--- config.mk ---
export PLATFORM = sky130hd
export DESIGN_NAME = imem_loader
export DESIGN_NICKNAME = d
export VERILOG_FILES = /design/src/rtl/imem_loader.sv
export SDC_FILE = /design/constraint.sdc
export NUM_CORES = 1
export LEC_CHECK = 0
export BUFFER_PORTS_ARGS = -buffer_cell sky130_fd_sc_hd__buf_2
export CAP_MARGIN = 20
export CORE_ASPECT_RATIO = 0.6
export CORE_MARGIN = 1.5
export CORE_UTILIZATION = 51
export CTS_BUF_LIST = sky130_fd_sc_hd__clkbuf_16
export CTS_CLUSTER_DIAMETER = 100
export DETAILED_ROUTE_END_ITERATION = 12
export PLACE_DENSITY_LB_ADDON = 0.2
export SLEW_MARGIN = 10
export SYNTH_ARGS = -nofsm -noshare
export SYNTH_HDL_FRONTEND = slang
export SYNTH_SLANG_ARGS = --single-unit
--- constraint.sdc ---
create_clock -name clk_i -period 2.1 [get_ports clk_i]
set_input_delay 0.21 -clock clk_i [delete_from_list [all_inputs] [get_ports clk_i]]
set_output_delay 0.21 -clock clk_i [all_outputs]
set_load 0.02 [all_outputs]
--- src/rtl/imem_loader.sv ---
// Boot loader: packs a big-endian byte stream into 32-bit instruction-memory writes (5 cycles/word min),
// stalls on in_valid low and holds cpu_reset until done; optional trailing XOR byte via LOADER_CHECKSUM_EN.
module imem_loader #(
   parameter int DEPTH     = 100,
   parameter int LEN_WIDTH = 8
) (
   input  logic                 clk_i,
   input  logic                 rst_i,
   input  logic                 start_i,
   input  logic [LEN_WIDTH-1:0] load_len_i,
   input  logic                 in_valid_i,
   input  logic [7:0]           in_data_i,
   output logic                 in_ready_o,
   output logic                 wr_en_o,
   output logic [31:0]          wr_addr_o,
   output logic [31:0]          wr_data_o,
   output logic                 cpu_reset_o,
   output logic                 done_o,
   output logic                 chk_err_o
);

   typedef enum logic [2:0] {IDLE, RECV, WRITE, CHECK, DONE} state_t;

   localparam logic [29:0] DEPTH_W = 30'(DEPTH);

   state_t      state_q, state_d;
   logic [29:0] len_q, len_d;
   logic [29:0] word_idx_q, word_idx_d;
   logic [1:0]  byte_cnt_q, byte_cnt_d;
   logic [31:0] shift_q, shift_d;
   logic        wr_en_q, wr_en_d;
   logic [31:0] wr_addr_q, wr_addr_d;
   logic [31:0] wr_data_q, wr_data_d;
   logic [29:0] len_req, len_clamp;

   assign len_req   = 30'(load_len_i);
   assign len_clamp = (len_req > DEPTH_W) ? DEPTH_W : len_req;

`ifdef LOADER_CHECKSUM_EN
   logic [7:0] chk_q, chk_d;
   logic       chk_err_q, chk_err_d;
`endif

   always_comb begin
      state_d    = state_q;
      len_d      = len_q;
      word_idx_d = word_idx_q;
      byte_cnt_d = byte_cnt_q;
      shift_d    = shift_q;
      wr_en_d    = 1'b0;
      wr_addr_d  = wr_addr_q;
      wr_data_d  = wr_data_q;
      in_ready_o = 1'b0;
`ifdef LOADER_CHECKSUM_EN
      chk_d      = chk_q;
      chk_err_d  = chk_err_q;
`endif
      case (state_q)
         IDLE, DONE: begin
            if (start_i) begin
               len_d      = len_clamp;
               word_idx_d = '0;
               byte_cnt_d = '0;
`ifdef LOADER_CHECKSUM_EN
               chk_d      = '0;
               chk_err_d  = 1'b0;
               state_d    = (len_clamp == '0) ? CHECK : RECV;
`else
               state_d    = (len_clamp == '0) ? DONE : RECV;
`endif
            end
         end
         RECV: begin
            in_ready_o = 1'b1;
            if (in_valid_i) begin
               shift_d    = {shift_q[23:0], in_data_i};
               byte_cnt_d = byte_cnt_q + 2'd1;
`ifdef LOADER_CHECKSUM_EN
               chk_d      = chk_q ^ in_data_i;
`endif
               // Fourth byte completes the word; register the write strobe for the WRITE cycle.
               if (byte_cnt_q == 2'd3) begin
                  state_d   = WRITE;
                  wr_en_d   = 1'b1;
                  wr_addr_d = {word_idx_q, 2'b00};
                  wr_data_d = shift_d;
               end
            end
         end
         WRITE: begin
            word_idx_d = word_idx_q + 30'd1;
            if (word_idx_q == len_q - 30'd1) begin
`ifdef LOADER_CHECKSUM_EN
               state_d = CHECK;
`else
               state_d = DONE;
`endif
            end else begin
               state_d = RECV;
            end
         end
`ifdef LOADER_CHECKSUM_EN
         CHECK: begin
            in_ready_o = 1'b1;
            if (in_valid_i) begin
               chk_err_d = (in_data_i != chk_q);
               state_d   = DONE;
            end
         end
`endif
         default: state_d = IDLE;
      endcase
   end

   always_ff @(posedge clk_i) begin
      if (rst_i) begin
         state_q    <= IDLE;
         len_q      <= '0;
         word_idx_q <= '0;
         byte_cnt_q <= '0;
         shift_q    <= '0;
         wr_en_q    <= 1'b0;
         wr_addr_q  <= '0;
         wr_data_q  <= '0;
`ifdef LOADER_CHECKSUM_EN
         chk_q      <= '0;
         chk_err_q  <= 1'b0;
`endif
      end else begin
         state_q    <= state_d;
         len_q      <= len_d;
         word_idx_q <= word_idx_d;
         byte_cnt_q <= byte_cnt_d;
         shift_q    <= shift_d;
         wr_en_q    <= wr_en_d;
         wr_addr_q  <= wr_addr_d;
         wr_data_q  <= wr_data_d;
`ifdef LOADER_CHECKSUM_EN
         chk_q      <= chk_d;
         chk_err_q  <= chk_err_d;
`endif
      end
   end

   assign wr_en_o   = wr_en_q;
   assign wr_addr_o = wr_addr_q;
   assign wr_data_o = wr_data_q;
   assign done_o    = (state_q == DONE);

`ifdef LOADER_CHECKSUM_EN
   // A bad checksum still finishes the load but never releases the core.
   assign cpu_reset_o = (state_q != DONE) | chk_err_q;
   assign chk_err_o   = chk_err_q;
`else
   assign cpu_reset_o = (state_q != DONE);
   assign chk_err_o   = 1'b0;
`endif

endmodule

== Yosys cells after proc, flatten, opt, wreduce, memory -nomap -nowiden ==
Index checks and enable logic that the tools add are counted.
Storage, ports and cells
  output and inout port bits: 69
  register bits: 152
  input bits: 20
Operators by class
  equality and inequality tests: 9
  bitwise operators: 2
  reductions and logical operators: 12
  $add $sub $neg: 3
  order comparisons: 1
  multiplexer cells: 14
Operator list (number)
  one-hot mux 30 bit (2 select lines): 1
  adder 30 x 1 -> 30 bit (second input constant): 1
  == test 30 bit: 1
  logical NOT 30 bit: 1
  2-to-1 mux 30 bit: 1
  subtractor 30 x 1 -> 30 bit (second input constant): 1
  2-to-1 mux 3 bit: 5
  one-hot mux 3 bit (3 select lines): 1
  AND reduction 3 bit: 3
  greater-than comparator 8 x 7 -> 1 bit (second input constant): 1
  2-to-1 mux 8 bit: 1
  inequality test 2 bit (second input constant): 3
  AND reduction 2 bit: 3
  2-to-1 mux 2 bit: 2
  one-hot mux 2 bit (2 select lines): 1
  nonzero test 2 bit: 2
  == test 3 x 1 -> 1 bit (second input constant): 1
  == test 3 x 2 -> 1 bit (second input constant): 1
  == test 3 bit (second input constant): 1
  logical NOT 3 bit: 1
  inequality test 3 bit (second input constant): 1
  OR reduction 3 bit: 1
  adder 2 x 1 -> 2 bit (second input constant): 1
  == test 2 bit (second input constant): 1
  3 further kinds: 5

== Depth between registers and ports, before layout ==
Gate-level depths: netlist of run 1.
  depth in word-level cells: 6
  mapped depth: 9

== Worst setup path before layout of run 1 ==
No wires, ideal clock.
  path kind: register to register
  start: register state_q[0]
  end: register wr_addr_q[10], in the netlist wr_addr_o[10]
  library setup time: 0.132 ns
  arrival: 2.064 ns
  stages on the path, launching flop included: 9
  setup slack: -0.097 ns
  data required time: 1.968 ns
  path through: dfxtp_1 -> buf_4 -> nor3b_1 -> and2_1 -> buf_2 -> nand2_1 -> clkbuf_1 -> nand2_1 -> a21oi_1
On the way
  word-level cells in the longest chain between the ends: 2
Ends and longest elaborated chain
  start, declared: RTL line 26  | state_t state_q, state_d;
  start signal, assigned: RTL line 130  | state_q <= state_d;
  == test 3 x 1 -> 1 bit: RTL line 58  | case (state_q)
  AND reduction 3 bit (no line)
  end signal, assigned: RTL line 136  | wr_addr_q <= wr_addr_d;
  end, declared: RTL line 32  | logic [31:0] wr_addr_q, wr_addr_d;
No other way between the ends.
A chain may end at the register's enable or synchronous reset.

== Worst setup path in the final report of run 1 ==
  start: register len_q[1]
  end: register state_q[0]
On the way
  word-level cells in the longest chain between the ends: 4
Ends and longest elaborated chain
  start, declared: RTL line 27  | logic [29:0] len_q, len_d;
  start signal, assigned: RTL line 131  | len_q <= len_d;
  subtractor 30 x 1 -> 30 bit: RTL line 92  | if (word_idx_q == len_q - 30'd1) begin
  == test 30 bit: RTL line 92
  2-to-1 mux 3 bit: RTL line 92
  one-hot mux 3 bit (3 select lines): RTL line 58
No other way between the ends.

==> key figures, run 1 <==
Power and ir drop
  – Pwr dens: between 800 and 900 nW/um^2
  – Pint: ~4.6 mW
  – Comb pwr share: 0.055
  – Clock share of power: 0.521
  – VDD IR max: between 500 and 600 uV
  – Psw: roughly 1.3 mW
  – Sequential Power Share: 0.424
  – Pwr Total: slightly below 6 mW
  – Net Sw Frac: 0.226
  – Leakage power: between 2 and 3 nW

Clock network
  – Clock root cell: clkbuf_16
  – Depth of the CTS H-tree: 4
  – TritonCTS clock tree: built
  – # clock sinks: 130
  – Post-CTS Repair Setup Buffers: 0
  – Num CTS Buffers: 17
  – Clk slew on worst S/H paths: 0.06 ns
  – Worst-Skew Late Latency: about 0.42 ns
  – Deepest clock path buffer count: 2
  – Hold_buf cts: 0

Outcome
  – Status: finished clean

STA
  – RSZ-0062 raised after global routing: yes
  – Final Skew: 0.00730 ns
  – Final Setup Violations: 0
  – Slew of the pin with the lowest slew margin: between 0.6 and 0.7 ns
  – Fmax: between 0.4 and 0.5 GHz
  – Max-slew violations: 0
  – Fin crit share: 0.992
  – Final WS setup: between 0.015 and 0.02 ns
  – Slew margin rel.: 0.538
  – Final setup TNS: 0 ns
  – Hold_ws: 0.0336 ns
  – Final min period: 2.08 ns
  – Hold Vio Cnt, Final: 0

Flow run
  – Max cap viols: 0

Min path
  – Worst min path class: in -> reg
  – Hold depth: 3
  – Min-Delay Startpoint: load_len_i[4]
  – Hold EP: len_q[4]

Floorplanning
  – Row Count: 29
  – Die Wd: 138 um
  – # IOs: 89
  – Starting Density: 0.525
  – Die area: approximately 12000 sq um
  – Core area: between 10000 and 15000 sq um
  – Die H: ~84 um

Placed design
  – Port buffer count: 85
  – Setup WS pre-CTS: -0.0950 ns
  – Global placement routability congestion: 0.903
  – Detailed Place HPWL: just over 10000 um

Worst setup path
  – Critical path required time: 2.40 ns
  – Crit path max-delay family: simple AND/OR/NAND/NOR gates
  – CP Capture Type: register
  – Crit path buffers/inverters: 0
  – Reg2Reg Setup Slack: roughly 0.018 ns
  – Critical path class: reg -> reg
  – Largest stage delay on the critical path: 0.36 ns
  – Critical-path cell list: nor2_1 > nand2_1 > nor3_2 > ha_1 > or3_1 > a2111oi_4 > nand2_1 > nor4_2 > a21oi_1
  – Most used cell, CP: nand2_1
  – Worst path slowest cell: or3_1
  – Worst reg2reg path endpoint: state_q[0]
  – CP Launch Type: register
  – WP data arrival: around 2.4 ns
  – Worst r2r src: len_q[1]
  – Crit-path max FO: 4
  – Worst r2r path cells: 9

Detailed routing
  – Post-detailed-route count of antenna-violating nets: 0
  – WL final: between 10000 and 15000 um
  – Via count: between 5000 and 6000
  – Vias per Instance: between 5 and 6
  – Post-route DRC violation count: 0
  – Per-cell routed wire length: 15.6 um
  – Drt pass-1 iters: 6
  – Initial DRC count: ~440

GRT
  – Initial antenna violation count: 0
  – Vias in the first global route: 4737
  – Total GRT Usage: 0.265
  – Total grt overflow: 0
  – First-pass GRT wire length: ~24000 um
  – Pin count of the biggest net entering global routing: around 130

Yosys
  – Synth Warn #: 0
  – Mean post-synth cell area: around 8.0 sq um
  – Top FF cell, synth: dfxtp_1
  – Register area share after synthesis: 0.468
  – Flop and latch count out of synthesis: between 100 and 150
  – Async SR Flop Fraction: 0
  – Synthesized area: about 5600 sq um
  – Netlist cell types: 57
  – Mapped Cells: ~700
  – Post-synth EDFFs: 0

Cells and area
  – Area Overhead vs Synth: 24.4%
  – Fin nets: slightly above 800
  – Ant diodes: 0
  – Fill cells: 900
  – Share of cells above drive strength 1: 0.238
==> power by group through the flow <==
| stage | Sequential (mW) | Clock [mW] | Combinational (mW) |
|---|---|---|---|
| after detailed placement | 2.56 | 0 | 0.310 |
| after global routing | 2.51 | 3.23 | 0.356 |
| final | 2.51 | 3.08 | 0.325 |
| after global placement | 2.56 | 0 | 0.303 |
| after CTS | 2.51 | 3.11 | 0.315 |
| after floorplan | 2.56 | 0 | 0.210 |
==> layout make-up <==
type | instances | area (sq um) | area share
Clock inverter | 15 | 191 | 0.0277
Timing Repair Buffer | 133 | 813 | 0.117
Tap cell | 139 | 174 | 0.0251
Multi-Input combinational cell | 506 | 2670 | 0.385
Sequential cell | 130 | 2610 | 0.377
Inverter | 11 | 41.3 | 0.00596
Clock buffer | 17 | 425 | 0.0614
==> through the flow <==
| stage | area (sq um) | utilization | instances |
|---|---|---|---|
| after CTS | 6890 | 0.650 | 951 |
| after global placement | 6260 | 0.591 | 919 |
| final | 6920 | 0.653 | 951 |
| after detailed placement | 6260 | 0.591 | 919 |
| after floorplan | 5580 | - | 699 |
| after global routing | 6920 | 0.653 | 951 |
==> how the worst max path moves through the flow <==
| stage | to | start | cells after the start |
|---|---|---|---|
| after global placement | state_q[0] | len_q[2] | 9 |
| after CTS | state_q[0] | len_q[1] | 9 |
| after detailed placement | state_q[0] | len_q[2] | 9 |
| after floorplan | state_q[0] | len_q[2] | 9 |
| final | state_q[0] | len_q[1] | 9 |
| after global routing | state_q[0] | len_q[2] | 9 |
==> logic make-up (layout without fill, tap and decap cells) <==
logic type,Yosys count,in the layout,share of synthesized area
mux,8,8,0.0157
simple gates,326,326,0.263
other cells,1,3,0.000674
compound gates,154,154,0.163
flops,130,130,0.468
buf+inv,63,176,0.0641
fa+ha+maj,4,4,0.00899
xor+xnor,11,11,0.0173
==> placed cells by master, fill, tap and decap left out, types with 4 or more instances in the layout <==
master       n
or4_1        4
a21oi_1    105
and3_2       4
nand4_1     12
inv_1       13
nor2_1      38
buf_2       84
xor2_1       4
o21a_1       4
dfxtp_2      6
o2111ai_1    4
mux2_2       6
and3_1       5
nor3_1      10
o21ai_0      7
bufinv_16    4
a31oi_1      4
nand3_1     18
buf_4       47
o211ai_1     5
dfxtp_1    124
nor4_1       7
a311oi_1     5
clkbuf_16   17
xnor2_1      7
or3_1        5
nand2_1    201
o41ai_1      4
==> worst reg2reg max path, cell delays in order (launching register included) <==
cell and delay, ns:
dfxtp_2 0.35, nor2_1 0.06, nand2_1 0.10, nor3_2 0.05
ha_1 0.19, or3_1 0.36, a2111oi_4 0.35, nand2_1 0.14
nor4_2 0.26, a21oi_1 0.10
==> cell usage after synthesis, types with 2 or more instances <==
master / count / share of area
clkbuf_1: 27 / 0.018
a41oi_1: 2 / 0.0031
a41o_1: 2 / 0.0036
nor4_1: 8 / 0.0090
buf_4: 7 / 0.0094
and3_1: 6 / 0.0067
ha_1: 4 / 0.0090
o311ai_0: 2 / 0.0031
dfxtp_1: 130 / 0.47
or3_1: 5 / 0.0056
a211oi_1: 2 / 0.0027
nor2_1: 38 / 0.026
buf_2: 10 / 0.0090
or4_1: 4 / 0.0054
a21oi_1: 105 / 0.094
buf_6: 3 / 0.0061
a22oi_1: 3 / 0.0040
mux2_2: 6 / 0.012
xnor2_1: 7 / 0.011
clkbuf_8: 3 / 0.0074
o211ai_1: 5 / 0.0067
or2_2: 2 / 0.0022
and2_1: 3 / 0.0034
nand2_1: 202 / 0.14
a2111oi_0: 2 / 0.0031
a311oi_1: 5 / 0.0079
and3_2: 3 / 0.0040
inv_1: 11 / 0.0074
nand3_1: 18 / 0.016
xor2_1: 4 / 0.0063
o41ai_1: 4 / 0.0063
o21a_1: 4 / 0.0054
nand4_1: 12 / 0.013
o2111ai_1: 4 / 0.0063
o21ai_0: 7 / 0.0063
mux2i_1: 2 / 0.0036
nor3_1: 12 / 0.011
a31oi_1: 4 / 0.0045
==> sequential cells by signal, summed over array words and instances (netlist names) <==
signal,flops
wr_data_o,32
word_idx_q,30
wr_addr_o,30
shift_q,24
len_q,8
state_q,3
byte_cnt_q,2
wr_en_o,1
==> layer usage <==
metal  global-route usage  vias to the layer above  wire length, um
li1                     -                     2600                -
met5                    0                        -                0
met2                0.352                      235             5970
met3               0.0783                       22             1410
met1                0.404                     2531             7230
met4               0.0852                        0              213
==> repair_timing <==
| action | CTS | global route |
|---|---|---|
| endpoints found under the setup margin | 2 | 5 |
| resized for setup | 3 | 10 |
| pin swaps | 0 | 2 |
No activity file was read; power rests on OpenSTA's default activity.
==> run 2, diff against run 1 <==
--- a/config.mk
+++ b/config.mk
@@ -9,7 +9,7 @@
 export CAP_MARGIN = 20
 export CORE_ASPECT_RATIO = 0.6
 export CORE_MARGIN = 1.5
-export CORE_UTILIZATION = 51
+export CORE_UTILIZATION = 50
 export CTS_BUF_LIST = sky130_fd_sc_hd__clkbuf_16
 export CTS_CLUSTER_DIAMETER = 100
 export DETAILED_ROUTE_END_ITERATION = 12
==> run 2 against run 1 <==
Effect of this change: sequential power about the same; maximum frequency is 0.67% lower; via count is 3.2% lower; the run now ends with DRC left; clock power decreased by 7.8%; largest power group unchanged; register-to-register slack about the same.
==> key figures, run 2 (synthesis gave the netlist of run 1 again) <==
Outcome
  – Status: finished, violations left
  – Failing checks: DRC

STA
  – Slew of the pin with the lowest slew margin: 0.706 ns (+0.0185 ns)
  – Slew margin rel.: 0.526 (-0.0124)
  – Hold Vio Cnt, Final: 0 (unchanged)
  – Final min period: 2.10 ns (+0.0140 ns)
  – RSZ-0062 raised after global routing: yes
  – Final Setup Violations: 0 (unchanged)
  – Hold_ws: 0.0525 ns (+0.0189 ns)
  – Fmax: 0.477 GHz (-0.67%)
  – Max-slew violations: 0 (unchanged)
  – Fin crit share: 0.998 (+0.00665)
  – Final Skew: 0.00965 ns (+0.00234 ns)

GRT
  – Total grt overflow: 0 (unchanged)
  – Total GRT Usage: 0.260 (-0.00522)
  – Pin count of the biggest net entering global routing: 58 (-54%)
  – Vias in the first global route: 4789 (+1.1%)
  – First-pass GRT wire length: 24200 um (+1.7%)
  – Initial antenna violation count: 0 (unchanged)

Detailed routing
  – Initial DRC count: 489 (+11%)
  – Vias per Instance: 5.49 (-3.1%)
  – Post-route DRC violation count: 8 (+8)
  – Drt pass-1 iters: 9 (+3)
  – Via count: 5216 (-3.2%)
  – Post-detailed-route count of antenna-violating nets: 0 (unchanged)
  – WL final: 14900 um (+0.32%)
  – Per-cell routed wire length: 15.7 um (+0.43%)

Worst setup path
  – CP Launch Type: register
  – Crit-path max FO: 2 (-2)
  – Worst r2r src: len_q[3]
  – Critical path required time: 2.39 ns (about the same)
  – Worst r2r path cells: 9 (unchanged)
  – CP Capture Type: register
  – WP data arrival: 2.38 ns (about the same)
  – Worst reg2reg path endpoint: state_q[0]
  – Reg2Reg Setup Slack: 0.004 ns (about the same)
  – Critical path class: reg -> reg

Min path
  – Hold depth: 3 (unchanged)
  – Hold EP: len_q[4]
  – Worst min path class: in -> reg
  – Min-Delay Startpoint: load_len_i[4]

Power and ir drop
  – Clock share of power: 0.500 (-0.021)
  – Pwr dens: 826 nW/um^2 (-3.4%)
  – VDD IR max: 592 uV (+0.19%)
  – Pint: 4.34 mW (-5.2%)
  – Comb pwr share: 0.059 (+0.004)
  – Sequential Power Share: 0.442 (+0.018)
  – Leakage power: 2.71 nW (-1.1%)
  – Net Sw Frac: 0.235 (+0.00973)
  – Pwr Total: 5.68 mW (-4.0%)
  – Psw: 1.34 mW (about the same)

Clock network
  – Hold_buf cts: 0 (unchanged)
  – Num CTS Buffers: 17 (unchanged)
  – Clk slew on worst S/H paths: 0.06 ns (about the same)
  – Worst-Skew Late Latency: 0.41 ns (about the same)
  – Deepest clock path buffer count: 2 (unchanged)
  – Clock root cell: clkbuf_16
  – TritonCTS clock tree: built
  – # clock sinks: 130 (unchanged)
  – Depth of the CTS H-tree: 4 (unchanged)

Placed design
  – Cell count after placement: 919 (unchanged)
  – Port buffer count: 85 (unchanged)
  – Detailed Place HPWL: 10400 um (+0.72%)
  – Global placement routability congestion: 0.947 (+4.9%)

Floorplanning
  – Die H: 84.7 um (+0.96%)
  – Row Count: 29 (unchanged)
  – Starting Density: 0.520 (-0.00534)
  – # IOs: 89 (unchanged)
  – Core area: 10700 sq um (+1.0%)
  – Die area: 11800 sq um (+1.9%)
  – Die Wd: 139 um (+0.97%)

Cells and area
  – Ant diodes: 0 (unchanged)
  – Final cell count without fillers: 950 (-0.11%)
  – Area Overhead vs Synth: 23.5%
  – Fin nets: 823 (unchanged)
  – Share of cells above drive strength 1: 0.244 (+0.00646)
  – Max FFs per register: 32 (unchanged)
  – Most common cell after layout, fill and taps aside: nand2_1
  – Most frequent cells in the layout: nand2_1, dfxtp_1, a21oi_1, buf_2, buf_4

Flow run
  – Max cap viols: 0 (unchanged)
## run 2: cell types whose count changed in the layout (fill, tap and decap cells not counted), sizes merged
cell	delta
bufinv	-2
clkinvlp	+2
inv	-1
## run 2: how the worst max path moves through the flow
| stage | startpoint | end | slack, ns |
|---|---|---|---|
| 2_1_floorplan | len_q[2] | state_q[0] | 0.04 |
| 3_3_place_gp | len_q[2] | state_q[0] | 0.06 |
| 3_5_place_dp | len_q[2] | state_q[0] | 0.006 |
| 4_1_cts | len_q[2] | state_q[2] | -0.01 |
| 5_1_grt | len_q[2] | state_q[0] | -0.08 |
| 6_report | len_q[3] | state_q[0] | 0.004 |
## run 2: worst max-delay path: stages (launching register included)
cell	delay (ns)
dfxtp_1	0.34
nor3_2	0.06
nand2_1	0.09
nor3_2	0.05
ha_1	0.19
or3_4	0.34
a2111oi_4	0.38
nand2_2	0.13
nor4_2	0.29
a21oi_1	0.10
## run 2: power groups by stage
| stage | registers, mW | logic, mW | clock network, mW |
|---|---|---|---|
| 5_1_grt | 2.51 | 0.361 | 3.01 |
| 3_5_place_dp | 2.56 | 0.303 | 0 |
| 6_report | 2.51 | 0.333 | 2.84 |
| 3_3_place_gp | 2.56 | 0.301 | 0 |
| 4_1_cts | 2.51 | 0.307 | 2.88 |
| 2_1_floorplan | 2.56 | 0.210 | 0 |
## run 2: metal layers
metal  vias to the layer above  routed length, um  global-route usage
met2                       194               6120               0.365
met5                         -                  0                   0
li1                       2597                  -                   -
met1                      2412               7250               0.383
met3                        13               1330              0.0742
met4                         0                170              0.0793
## run 2: metrics by stage
stage	setup WS [ns]	setup TNS, ns	utilization	instance area (sq um)
after floorplan	0.0441	0	-	5580
after global placement	0.0557	0	0.584	6250
after detailed placement	0.00566	0	0.584	6250
after CTS	-0.0119	-0.0141	0.637	6820
after global routing	-0.0830	-0.113	0.642	6880
final	0.00376	0	0.642	6880
## run 2: timing repair
action | 4_1_cts | 5_1_grt
resized for setup | 1 | 15
hold endpoints to repair | 0 | 0
cloned | 0 | 0
pin swaps | 0 | 3
setup endpoints to repair | 1 | 9
buffers inserted | 0 | 0
## run 2: area by class of cell
| type | instances | area [sq um] |
|---|---|---|
| sequential | 130 | 2610 |
| timing repair buffer | 133 | 801 |
| multi-input combinational | 506 | 2690 |
| clock buffer | 17 | 425 |
| inverter | 11 | 41.3 |
| fill | 954 | 3830 |
| clock inverter | 14 | 141 |
| tap | 139 | 174 |
